==> config.mk <==
export PLATFORM = sky130hd
export DESIGN_NAME = imm_gen_pfx
export DESIGN_NICKNAME = d
export VERILOG_FILES = /design/src/rtl/imm_gen_pfx.sv
export SDC_FILE = /design/constraint.sdc
export NUM_CORES = 1
export LEC_CHECK = 0
export CAP_MARGIN = 20
export CELL_PAD_IN_SITES_DETAIL_PLACEMENT = 0
export CELL_PAD_IN_SITES_GLOBAL_PLACEMENT = 1
export CORE_ASPECT_RATIO = 1.5
export CORE_MARGIN = 5
export CORE_UTILIZATION = 31
export DETAILED_ROUTE_END_ITERATION = 12
export PLACE_DENSITY_LB_ADDON = 0.1
export SYNTH_ARGS = -nofsm -noshare
export SYNTH_HDL_FRONTEND = slang
export SYNTH_SLANG_ARGS = --single-unit
==> constraint.sdc <==
create_clock -name clk -period 4.7 [get_ports clk]
set_input_delay 1.175 -clock clk [delete_from_list [all_inputs] [get_ports clk]]
set_output_delay 1.175 -clock clk [all_outputs]
set_load 0.02 [all_outputs]
==> src/rtl/imm_gen_pfx.sv <==
// Registered, valid/ready-streamed immediate generator with PFX prefix accumulation for 16-bit MISC-V words.
// Optional IMMGEN_ZEXT_EN adds in_zext to select zero-extension per beat.
module imm_gen_pfx #(
    parameter int XLEN      = 16,
    parameter int PFX_DEPTH = 1
) (
    input  logic            clk,
    input  logic            reset_n,
    input  logic            flush,
    input  logic            in_valid,
    output logic            in_ready,
    input  logic [15:0]     instruction,
`ifdef IMMGEN_ZEXT_EN
    input  logic            in_zext,
`endif
    output logic            out_valid,
    input  logic            out_ready,
    output logic [XLEN-1:0] imm,
    output logic            imm_prefixed,
    output logic            imm_err
);

    localparam int ACC_W  = 10 * PFX_DEPTH;
    localparam int CAT_W  = ACC_W + 10;
    localparam int WIDE_W = (CAT_W > XLEN) ? CAT_W : XLEN;
    localparam int CNT_W  = $clog2(PFX_DEPTH + 1);
    localparam int TW_W   = $clog2(CAT_W + 1);

    localparam logic [0:0] ST_IDLE = 1'b0;
    localparam logic [0:0] ST_PFX  = 1'b1;

    logic [0:0]       state_q, state_d;
    logic [ACC_W-1:0] acc_q, acc_d;
    logic [CNT_W-1:0] cnt_q, cnt_d;
    logic             ovf_q, ovf_d;
    logic             out_valid_q, out_valid_d;
    logic [XLEN-1:0]  imm_q, imm_d;
    logic             pfx_q, pfx_d;
    logic             err_q, err_d;

    logic [2:0]        opcode;
    logic              is_pfx;
    logic              accept;
    logic [9:0]        field;
    logic [3:0]        fw;
    logic [TW_W-1:0]   tw;
    logic [WIDE_W-1:0] cat;
    logic [WIDE_W-1:0] top_mask;
    logic              sign_bit;
    logic              sext_en;
    logic [XLEN-1:0]   ext_val;

    assign opcode   = instruction[2:0];
    assign is_pfx   = (opcode == 3'b000) && (instruction[5:3] == 3'b111);
    assign in_ready = !out_valid_q || out_ready;
    assign accept   = in_valid && in_ready;

    always_comb begin
        field = '0;
        fw    = 4'd0;
        case (opcode)
            3'b001:         begin field = {5'b0, instruction[13:9]};                     fw = 4'd5;  end
            3'b010, 3'b011: begin field = {3'b0, instruction[15:9]};                     fw = 4'd7;  end
            3'b100, 3'b101: begin field = {3'b0, instruction[15:12], instruction[5:3]};  fw = 4'd7;  end
            3'b110, 3'b111: begin field = instruction[15:6];                             fw = 4'd10; end
            default:        begin field = '0;                                            fw = 4'd0;  end
        endcase
    end

    // acc holds only valid payload bits (upper bits stay zero), so {acc,field} is a plain shift-or
    // and the sign bit sits at position tw-1 of the concatenation.
    always_comb begin
        tw       = TW_W'(cnt_q) * TW_W'(10) + TW_W'(fw);
        cat      = (WIDE_W'(acc_q) << fw) | WIDE_W'(field);
        top_mask = {WIDE_W{1'b1}} << tw;
        sign_bit = |(cat & (top_mask >> 1) & ~top_mask);
`ifdef IMMGEN_ZEXT_EN
        sext_en  = sign_bit && !in_zext;
`else
        sext_en  = sign_bit;
`endif
        ext_val  = cat[XLEN-1:0] | (sext_en ? top_mask[XLEN-1:0] : '0);
    end

    always_comb begin
        state_d     = state_q;
        acc_d       = acc_q;
        cnt_d       = cnt_q;
        ovf_d       = ovf_q;
        out_valid_d = out_valid_q;
        imm_d       = imm_q;
        pfx_d       = pfx_q;
        err_d       = err_q;
        if (out_valid_q && out_ready) begin
            out_valid_d = 1'b0;
        end
        if (flush) begin
            out_valid_d = 1'b0;
            state_d     = ST_IDLE;
            acc_d       = '0;
            cnt_d       = '0;
            ovf_d       = 1'b0;
        end else if (accept) begin
            if (is_pfx) begin
                if (cnt_q < CNT_W'(PFX_DEPTH)) begin
                    acc_d   = (acc_q << 10) | ACC_W'(instruction[15:6]);
                    cnt_d   = cnt_q + CNT_W'(1);
                    state_d = ST_PFX;
                end else begin
                    ovf_d = 1'b1;
                end
            end else begin
                out_valid_d = 1'b1;
                imm_d       = ext_val;
                pfx_d       = (state_q == ST_PFX);
                err_d       = ovf_q;
                state_d     = ST_IDLE;
                acc_d       = '0;
                cnt_d       = '0;
                ovf_d       = 1'b0;
            end
        end
    end

    always_ff @(posedge clk or negedge reset_n) begin
        if (!reset_n) begin
            state_q     <= ST_IDLE;
            acc_q       <= '0;
            cnt_q       <= '0;
            ovf_q       <= 1'b0;
            out_valid_q <= 1'b0;
            imm_q       <= '0;
            pfx_q       <= 1'b0;
            err_q       <= 1'b0;
        end else begin
            state_q     <= state_d;
            acc_q       <= acc_d;
            cnt_q       <= cnt_d;
            ovf_q       <= ovf_d;
            out_valid_q <= out_valid_d;
            imm_q       <= imm_d;
            pfx_q       <= pfx_d;
            err_q       <= err_d;
        end
    end

    assign out_valid    = out_valid_q;
    assign imm          = imm_q;
    assign imm_prefixed = pfx_q;
    assign imm_err      = err_q;

endmodule
==> results of run 1 <==
registers in the layout, indices dropped and copies added, names as in the netlist:
register,count
acc_q,10
cnt_q,1
imm,16
imm_err,1
imm_prefixed,1
out_valid,1
ovf_q,1
state_q,1
cells by family after synthesis:
logic type / after synthesis / share of synthesized area (%)
xor+xnor: 2 / 1.00
compound gates: 106 / 30.2
mux: 11 / 4.57
buf+inv: 26 / 4.47
fa+ha+maj: 8 / 4.02
flops: 32 / 32.1
simple gates: 109 / 23.6
final timing paths:
path,startpoint,to,cells past startpoint
max,instruction[1],imm[13],14
min,state_q,state_q,1
max reg2reg,cnt_q,imm[13],10
min reg2reg,state_q,state_q,1
max in group asynchronous,reset_n,imm[2],1
min in group asynchronous,reset_n,acc_q[7],1
power by group through the flow:
stage | logic, W | clock network [W] | registers, W
after floorplan | 0.000115 | 0 | 0.000359
after global placement | 0.000289 | 0 | 0.000324
after detailed placement | 0.000288 | 0 | 0.000325
after CTS | 0.000289 | 0.000378 | 0.000320
after global routing | 0.000309 | 0.000390 | 0.000323
final | 0.000287 | 0.000373 | 0.000320
cells in the mapped netlist (2+ instances only):
cell	count	area, sq um
a211oi_1	6	45.0
and3_1	2	12.5
buf_2	2	10.0
nand2b_1	9	56.3
ha_1	8	100
nor2b_1	3	18.8
dfrtp_1	32	801
o311ai_0	5	43.8
and2_1	2	12.5
buf_4	3	22.5
nand4b_1	2	17.5
a22oi_1	5	37.5
a2bb2oi_1	3	26.3
or2_2	2	12.5
nand4_1	4	25.0
nand2_1	28	105
nor3_1	9	45.0
nor4_1	6	37.5
a21o_1	3	22.5
buf_1	2	7.51
nor2_1	23	86.3
o21ai_1	6	30.0
mux2i_1	8	80.1
o21ai_0	20	100
nand3_1	9	45.0
o21a_1	2	15.0
nand4bb_1	2	22.5
a31oi_1	4	25.0
clkbuf_1	12	45.0
mux2_2	3	33.8
inv_1	6	22.5
a22o_1	11	96.3
a21oi_1	20	100
o211ai_1	3	22.5
o31ai_1	2	15.0
final cells by class:
cell class / instances / area, sq um
tap: 105 / 131
sequential: 32 / 801
multi-input combinational: 236 / 1590
timing repair buffer: 63 / 568
clock buffer: 6 / 129
fill: 813 / 4680
clock inverter: 2 / 35.0
inverter: 7 / 26.3
per-layer routing:
layer	track usage (%)	routed length (um)	vias up
li1	-	-	1226
met1	22.2	3760	1213
met2	31.7	4610	96
met3	2.61	417	28
met4	11.7	529	0
met5	0	0	-
through the flow:
step	instance area (sq um)	cells	utilization (%)	worst slack (ns)	hold slack (ns)
floorplan	2490	294	-	0.448	0.444
global placement	3110	443	39.1	0.263	0.458
detailed placement	3110	443	39.1	0.210	0.462
CTS	3280	451	41.2	0.491	0.474
global route	3280	451	41.2	0.246	0.516
finish	3280	451	41.2	0.517	0.477
==> results.sh, run 1 <==
export IMPL_drtPass1Iterations=4
export IMPL_drive_gt1_share_pct=13.3
export IMPL_grt_pass1_vias=2592
export IMPL_io_pins=41
export IMPL_core_area_sq_um=7960
export IMPL_timing_critical_path_buf_inv=4
export IMPL_power_w=0.000980
export IMPL_synth_cells=294
export IMPL_vias_per_cell=5.68
export IMPL_cts_root_buffer="clkbuf_16"
export IMPL_syn_area_sq_um=2490
export IMPL_power_share_sequential_pct=32.6
export IMPL_startpoint_type="input port"
export IMPL_crit_fanout=8
export IMPL_grt_start_max_net_pins=33
export IMPL_cp_top_family="compound AO/OA/AOI/OAI gates"
export IMPL_cts_buffer_depth=2
export IMPL_p_clk_share_pct=38.1
export IMPL_hpwlAfterDp_um=7160
export IMPL_ff2ff_setup_slack_ns=1.70
export IMPL_start_util_pct=31.3
export IMPL_htree_num_levels=2
export IMPL_cap_violations=0
export IMPL_cp_end_kind="flip-flop"
export IMPL_syn_to_final_growth_pct=31.4
export IMPL_finalSetupViolCount=0
export IMPL_cellPowerDensity_nw_per_um2=299
export IMPL_ant_nets=0
export IMPL_p_sw_w=0.000302
export IMPL_cts_tree="done"
export IMPL_syn_num_nets=323
export IMPL_period_share_pct=89.0
export IMPL_cts_repair_resized=0
export IMPL_core_rowCount=40
export IMPL_dieArea_sq_um=9970
export IMPL_async_flop_share_pct=100
export IMPL_slew_viol_final=0
export IMPL_finalSetupTns_ns=0
export IMPL_vias=2563
export IMPL_antenna_found_initial=0
export IMPL_drt_wl_total_um=9320
export IMPL_fin_skew_ns=0.00693
export IMPL_hold_buffers=0
export IMPL_cts_setup_buffers=0
export IMPL_cts_buffers=5
export IMPL_fin_nets=374
export IMPL_critPathKind="in -> reg"
export IMPL_final_common_cell="clkdlybuf4s50_1"
export IMPL_power_frac_comb_pct=29.3
export IMPL_avgRoutedWirePerCell_um=20.7
export IMPL_chipHeight_um=120
export IMPL_cts_sinks=32
export IMPL_synth_seq_area_share_pct=32.1
export IMPL_rsz0062_at_grt="false"
export IMPL_crit_slowest_cell="nor4_4"
export IMPL_grt_overflow=0
export IMPL_min_period_ns=4.18
export IMPL_synth_edf_count=0
export IMPL_switching_share_pct=30.8
export IMPL_p_leak_nw=1.30
export IMPL_yosysWarnings=0
export IMPL_clkSlewWorstSetupHoldPaths_ns=0.06
export IMPL_fmax_ghz=0.239
export IMPL_num_antenna_cells=0
export IMPL_synth_ff_type="dfrtp_1"
export IMPL_cp_common_cell="ha_1"
export IMPL_place_congestion=0.852
export IMPL_status="finished, final reports clean"
export IMPL_grtUsageTotal_pct=18.8
export IMPL_die_w_um=83.2
export IMPL_critPathArrivalTime_ns=4.32
export IMPL_io_buffers=40
export IMPL_drc=0
export IMPL_slew_headroom_pct=40.0
export IMPL_p_int_w=0.000678
export IMPL_layout_common_cells="clkdlybuf4s50_1 (39), dfrtp_1 (32), nand2_1 (28)"
export IMPL_max_vdd_ir_drop_mv=0.183
export IMPL_grt_pass1_wl_um=14600
export IMPL_drtIter0Drc=232
export IMPL_hold_viol=0
export IMPL_required_ns=4.84
export IMPL_hp_class="reg -> reg"
export IMPL_path_cells="clkdlybuf4s50_1 -> inv_1 -> ha_1 -> nor2_4 -> inv_2 -> ha_1 -> nor2b_1 -> a211o_1 -> a211oi_1 -> buf_4 -> a2111oi_4 -> o311ai_2 -> nor4_4 -> o211ai_1"
export IMPL_ys_ff_latch=32
export IMPL_syn_area_per_cell_sq_um=8.48
export IMPL_max_stage_delay_ns=0.50
export IMPL_clk_latency_ns=0.28
export IMPL_worst_slew_pin_slew_ns=0.897
export IMPL_synth_distinct_cells=62
No activity file was read; power rests on OpenSTA's default activity.
==> inputs of run 2 (changes only) <==
--- a/config.mk
+++ b/config.mk
@@ -6,7 +6,7 @@
 export NUM_CORES = 1
 export LEC_CHECK = 0
 export CAP_MARGIN = 20
-export CELL_PAD_IN_SITES_DETAIL_PLACEMENT = 0
+export CELL_PAD_IN_SITES_DETAIL_PLACEMENT = 1
 export CELL_PAD_IN_SITES_GLOBAL_PLACEMENT = 1
 export CORE_ASPECT_RATIO = 1.5
 export CORE_MARGIN = 5
==> results.sh, run 2 (same netlist as run 1, synthesis figures left out) <==
export IMPL_status="finished, final reports clean"
export IMPL_hold_buffers=0
export IMPL_final_common_cell="clkdlybuf4s50_1"
export IMPL_cts_repair_resized=0
export IMPL_critPathKind="in -> reg"
export IMPL_drtPass1Iterations=4
export IMPL_finalSetupViolCount=0
export IMPL_htree_num_levels=2
export IMPL_grtUsageTotal_pct=19.6
export IMPL_period_share_pct=89.1
export IMPL_cts_root_buffer="clkbuf_16"
export IMPL_cp_common_cell="ha_1"
export IMPL_vias_per_cell=5.75
export IMPL_hold_viol=0
export IMPL_crit_slowest_cell="nor4_4"
export IMPL_p_leak_nw=1.29
export IMPL_dpl_cell_count=443
export IMPL_cap_violations=0
export IMPL_startpoint_type="input port"
export IMPL_power_w=0.000951
export IMPL_rsz0062_at_grt="false"
export IMPL_required_ns=4.84
export IMPL_clk_latency_ns=0.28
export IMPL_avgRoutedWirePerCell_um=21.3
export IMPL_hpwlAfterDp_um=7490
export IMPL_crit_fanout=9
export IMPL_cp_end_kind="flip-flop"
export IMPL_io_buffers=40
export IMPL_cellPowerDensity_nw_per_um2=291
export IMPL_max_vdd_ir_drop_mv=0.125
export IMPL_syn_to_final_growth_pct=31.0
export IMPL_nFillCells=946
export IMPL_layout_common_cells="clkdlybuf4s50_1 (39), dfrtp_1 (32), nand2_1 (28)"
export IMPL_largest_register_ffs=16
export IMPL_worst_slew_pin_slew_ns=0.868
export IMPL_cts_tree="done"
export IMPL_p_int_w=0.000651
export IMPL_placed_area_sq_um=3110
export IMPL_place_congestion=0.852
export IMPL_p_sw_w=0.000300
export IMPL_core_area_sq_um=7960
export IMPL_grt_pass1_wl_um=15300
export IMPL_power_frac_comb_pct=30.4
export IMPL_clkSlewWorstSetupHoldPaths_ns=0.06
export IMPL_final_cells=450
export IMPL_fmax_ghz=0.239
export IMPL_path_cells="clkdlybuf4s50_1 -> inv_1 -> ha_1 -> nor2_4 -> inv_2 -> ha_1 -> nor2_1 -> o21ai_0 -> a211oi_1 -> buf_4 -> a2111oi_4 -> o311ai_2 -> nor4_4 -> o211ai_1"
export IMPL_slew_viol_final=0
export IMPL_cts_buffers=5
export IMPL_finalSetupTns_ns=0
export IMPL_cts_sinks=32
export IMPL_drt_wl_total_um=9580
export IMPL_grt_start_max_net_pins=33
export IMPL_drtIter0Drc=175
export IMPL_vias=2589
export IMPL_cts_buffer_depth=2
export IMPL_start_util_pct=31.3
export IMPL_power_share_sequential_pct=33.6
export IMPL_grt_overflow=0
export IMPL_slew_headroom_pct=41.9
export IMPL_fin_nets=374
export IMPL_drive_gt1_share_pct=13.3
export IMPL_p_clk_share_pct=36.0
export IMPL_min_period_ns=4.19
export IMPL_ant_nets=0
export IMPL_cts_setup_buffers=0
export IMPL_die_w_um=83.2
export IMPL_stdcell_area_sq_um=3260
export IMPL_fin_skew_ns=0.00793
export IMPL_drc=0
export IMPL_switching_share_pct=31.5
export IMPL_critPathArrivalTime_ns=4.33
export IMPL_chipHeight_um=120
export IMPL_num_antenna_cells=0
export IMPL_dieArea_sq_um=9970
export IMPL_antenna_found_initial=0
export IMPL_io_pins=41
export IMPL_core_rowCount=40
export IMPL_max_stage_delay_ns=0.48
export IMPL_hp_class="reg -> reg"
export IMPL_grt_pass1_vias=2748
run 2: changes by cell type in the layout (fill, tap and decap cells not counted):
cell and change:
clkbuf_8 +2, clkbuf_1 -1, bufinv_16 -1, clkinv_2 -1
run 2: power by group through the flow:
stage               sequential [W]  combinational [W]  clock (W)
floorplan                 0.000359           0.000115          0
global placement          0.000324           0.000289          0
detailed placement        0.000325           0.000291          0
CTS                       0.000321           0.000292   0.000351
global route              0.000324           0.000311   0.000358
finish                    0.000320           0.000289   0.000342
run 2: stage by stage:
step	setup slack, ns	hold WS [ns]	util (%)
after global routing	0.275	0.516	41.0
after CTS	0.501	0.475	41.0
after global placement	0.263	0.458	39.1
after floorplan	0.448	0.444	-
after detailed placement	0.232	0.462	39.1
final	0.511	0.476	41.0
run 2: path summary, 6_finish.rpt:
| kind | startpoint | end | slack, ns | cells past startpoint |
|---|---|---|---|---|
| max | instruction[1] | imm[13] | 0.51 | 14 |
| min | state_q | state_q | 0.48 | 1 |
| max reg2reg | cnt_q | imm[13] | 1.71 | 10 |
| min reg2reg | state_q | state_q | 0.48 | 1 |
| max in group asynchronous | reset_n | imm[2] | 3.23 | 1 |
| min in group asynchronous | reset_n | acc_q[7] | 0.98 | 1 |
run 2: worst max-delay path: cells and delay by family:
kind            cells  cell delay (ns)
compound gates      5             0.90
fa+ha+maj           2             0.80
buf+inv             4             0.73
simple gates        3             0.72
run 2: metal layers:
layer	GRT usage (%)	vias to the layer above	wire length [um]
li1	-	1227	-
met1	23.0	1255	3770
met2	34.0	79	4920
met3	2.54	28	429
met4	11.0	0	468
met5	0	-	0
run 2: layout make-up:
type / instances / area, sq um / area share (%)
Multi-Input combinational cell: 236 / 1590 / 48.6
Inverter: 7 / 26.3 / 0.805
Clock buffer: 7 / 153 / 4.68
Sequential cell: 32 / 801 / 24.5
Tap cell: 105 / 131 / 4.02
Timing Repair Buffer: 63 / 568 / 17.4
==> inputs of run 3 (changes only) <==
--- a/config.mk
+++ b/config.mk
@@ -9,10 +9,11 @@
 export CELL_PAD_IN_SITES_DETAIL_PLACEMENT = 1
 export CELL_PAD_IN_SITES_GLOBAL_PLACEMENT = 1
 export CORE_ASPECT_RATIO = 1.5
-export CORE_MARGIN = 5
 export CORE_UTILIZATION = 31
 export DETAILED_ROUTE_END_ITERATION = 12
+export GPL_TIMING_DRIVEN = 0
 export PLACE_DENSITY_LB_ADDON = 0.1
+export RECOVER_POWER = 50
 export SYNTH_ARGS = -nofsm -noshare
 export SYNTH_HDL_FRONTEND = slang
 export SYNTH_SLANG_ARGS = --single-unit
==> results.sh, run 3 (same netlist as run 1, synthesis figures left out) <==
export IMPL_status="finished with violations"
export IMPL_failed_checks="capacitance limit, slew limit"
export IMPL_layout_common_cells="dfrtp_1 (32), clkdlybuf4s50_1 (29), nand2_1 (28)"
export IMPL_drc=0
export IMPL_grt_pass1_vias=2648
export IMPL_switching_share_pct=31.2
export IMPL_largest_register_ffs=16
export IMPL_grtUsageMet1_pct=29.4
export IMPL_vias_per_cell=5.77
export IMPL_htree_num_levels=2
export IMPL_timing_critical_path_buf_inv=6
export IMPL_crit_fanout=10
export IMPL_final_common_cell="dfrtp_1"
export IMPL_top_usage_layer="met2"
export IMPL_io_buffers=40
export IMPL_p_int_w=0.000676
export IMPL_startpoint_type="input port"
export IMPL_finalSetupViolCount=0
export IMPL_path_cells="dlygate4sd3_1 -> nor3b_4 -> nor2_4 -> inv_2 -> buf_4 -> clkbuf_2 -> ha_4 -> a211o_1 -> a211oi_2 -> buf_4 -> a2111oi_4 -> o311ai_2 -> nor4_4 -> buf_4 -> o211ai_1"
export IMPL_die_w_um=75.2
export IMPL_hold_buffers=0
export IMPL_clkSlewWorstSetupHoldPaths_ns=0.06
export IMPL_setup_worst_path_end="imm[13]"
export IMPL_power_share_sequential_pct=32.6
export IMPL_power_frac_comb_pct=29.7
export IMPL_dpl_cell_count=436
export IMPL_ff2ff_setup_slack_ns=1.68
export IMPL_clk_latency_ns=0.28
export IMPL_use_met2_pct=41.4
export IMPL_slew_viol_final=33
export IMPL_cts_sinks=32
export IMPL_drt_wl_total_um=9460
export IMPL_p_sw_w=0.000306
export IMPL_p_clk_share_pct=37.8
export IMPL_final_cells=450
export IMPL_place_congestion=0.897
export IMPL_core_area_sq_um=7710
export IMPL_cts_buffer_depth=2
export IMPL_nFillCells=970
export IMPL_max_stage_delay_ns=0.63
export IMPL_cts_tree="done"
export IMPL_slew_headroom_pct=-19.3
export IMPL_cp_startpoint="instruction[0]"
export IMPL_start_util_pct=32.3
export IMPL_cp_top_family="buffers and inverters"
export IMPL_avgRoutedWirePerCell_um=21.0
export IMPL_max_vdd_ir_drop_mv=0.128
export IMPL_drtPass1Iterations=4
export IMPL_core_rowCount=39
export IMPL_worst_slew_pin_slew_ns=1.79
export IMPL_hp_class="reg -> reg"
export IMPL_grt_overflow=0
export IMPL_cp_end_kind="flip-flop"
export IMPL_min_period_ns=4.52
export IMPL_fin_nets=376
export IMPL_crit_slowest_cell="dlygate4sd3_1"
export IMPL_dieArea_sq_um=8410
export IMPL_min_path_cells=1
export IMPL_ff2ff_path_depth=11
export IMPL_drtIter0Drc=133
export IMPL_required_ns=4.86
export IMPL_critPathArrivalTime_ns=4.67
export IMPL_hpwlAfterDp_um=7220
export IMPL_grt_util_met3_pct=3.08
export IMPL_drive_gt1_share_pct=11.8
export IMPL_crit_cells=15
export IMPL_critPathKind="in -> reg"
export IMPL_ant_nets=0
export IMPL_reg2reg_from="cnt_q"
export IMPL_r2r_end="imm[13]"
export IMPL_antenna_found_initial=0
export IMPL_p_leak_nw=1.27
export IMPL_num_antenna_cells=0
export IMPL_cts_buffers=5
export IMPL_fmax_ghz=0.221
export IMPL_cts_root_buffer="clkbuf_16"
export IMPL_cp_common_cell="buf_4"
export IMPL_syn_to_final_growth_pct=31.6
export IMPL_grt_start_max_net_pins=33
export IMPL_fin_skew_ns=0.00595
export IMPL_final_util_pct=42.6
export IMPL_cellPowerDensity_nw_per_um2=299
export IMPL_grt_pass1_wl_um=14900
export IMPL_grtUsageTotal_pct=24.3
export IMPL_io_pins=41
export IMPL_hold_viol=0
export IMPL_chipHeight_um=112
export IMPL_cap_violations=1
export IMPL_period_share_pct=96.1
export IMPL_vias=2595
-- run 3: cell count changes in the layout (fill, tap and decap cells not counted), sizes merged --
cell           delta
buf              -10
bufinv            +1
clkbuf           +12
clkdlybuf4s15     +1
clkdlybuf4s50    -10
clkinv            +1
dlygate4sd3       +8
-- run 3: how the worst min path moves through the flow --
stage | startpoint | to | slack, ns
after floorplan | state_q | state_q | 0.44
after global placement | state_q | state_q | 0.46
after detailed placement | state_q | state_q | 0.47
after CTS | state_q | state_q | 0.48
after global routing | state_q | state_q | 0.51
final | state_q | state_q | 0.48
-- run 3: power groups by stage --
stage / clock network, W / logic, W / registers (W)
after CTS: 0.000383 / 0.000290 / 0.000321
after detailed placement: 0 / 0.000281 / 0.000326
after floorplan: 0 / 0.000115 / 0.000359
after global placement: 0 / 0.000281 / 0.000324
final: 0.000371 / 0.000291 / 0.000320
after global routing: 0.000393 / 0.000316 / 0.000324
-- run 3: timing repair --
| action | CTS | global route |
|---|---|---|
| resized for setup | 12 | 3 |
| pin swaps | 2 | 2 |
| endpoints found under the setup margin | 15 | 11 |
| setup buffers | 2 | 5 |
-- run 3: routing by layer --
layer / up-vias / routed length [um] / part of all wire (%)
met5: - / 0 / 0
met4: 0 / 297 / 3.1
met3: 20 / 322 / 3.4
met2: 69 / 5020 / 53
met1: 1278 / 3820 / 40
li1: 1228 / - / -
-- run 3: area by class of cell --
| type | count | area, sq um | area share (%) |
|---|---|---|---|
| repair buffers | 47 | 443 | 13.5 |
| inverters | 7 | 26.3 | 0.801 |
| flip-flops and latches | 32 | 801 | 24.4 |
| multi-input cells | 236 | 1640 | 49.9 |
| plain buffers | 18 | 82.6 | 2.52 |
| well taps | 102 | 128 | 3.89 |
| clock inverters | 2 | 35.0 | 1.07 |
| clock buffers | 6 | 129 | 3.93 |
-- run 3: through the flow --
| step | hold slack [ns] | cell area [sq um] | setup TNS, ns | total power [W] | setup slack (ns) |
|---|---|---|---|---|---|
| 6_report | 0.476 | 3280 | 0 | 0.000982 | 0.184 |
| 4_1_cts | 0.483 | 3230 | 0 | 0.000993 | 0.00523 |
| 3_3_place_gp | 0.455 | 3020 | -16.04 | 0.000604 | -1.27 |
| 2_1_floorplan | 0.444 | 2490 | 0 | 0.000475 | 0.448 |
| 3_5_place_dp | 0.470 | 3020 | -16.44 | 0.000607 | -1.29 |
| 5_1_grt | 0.505 | 3280 | -0.0523 | 0.00103 | -0.0254 |
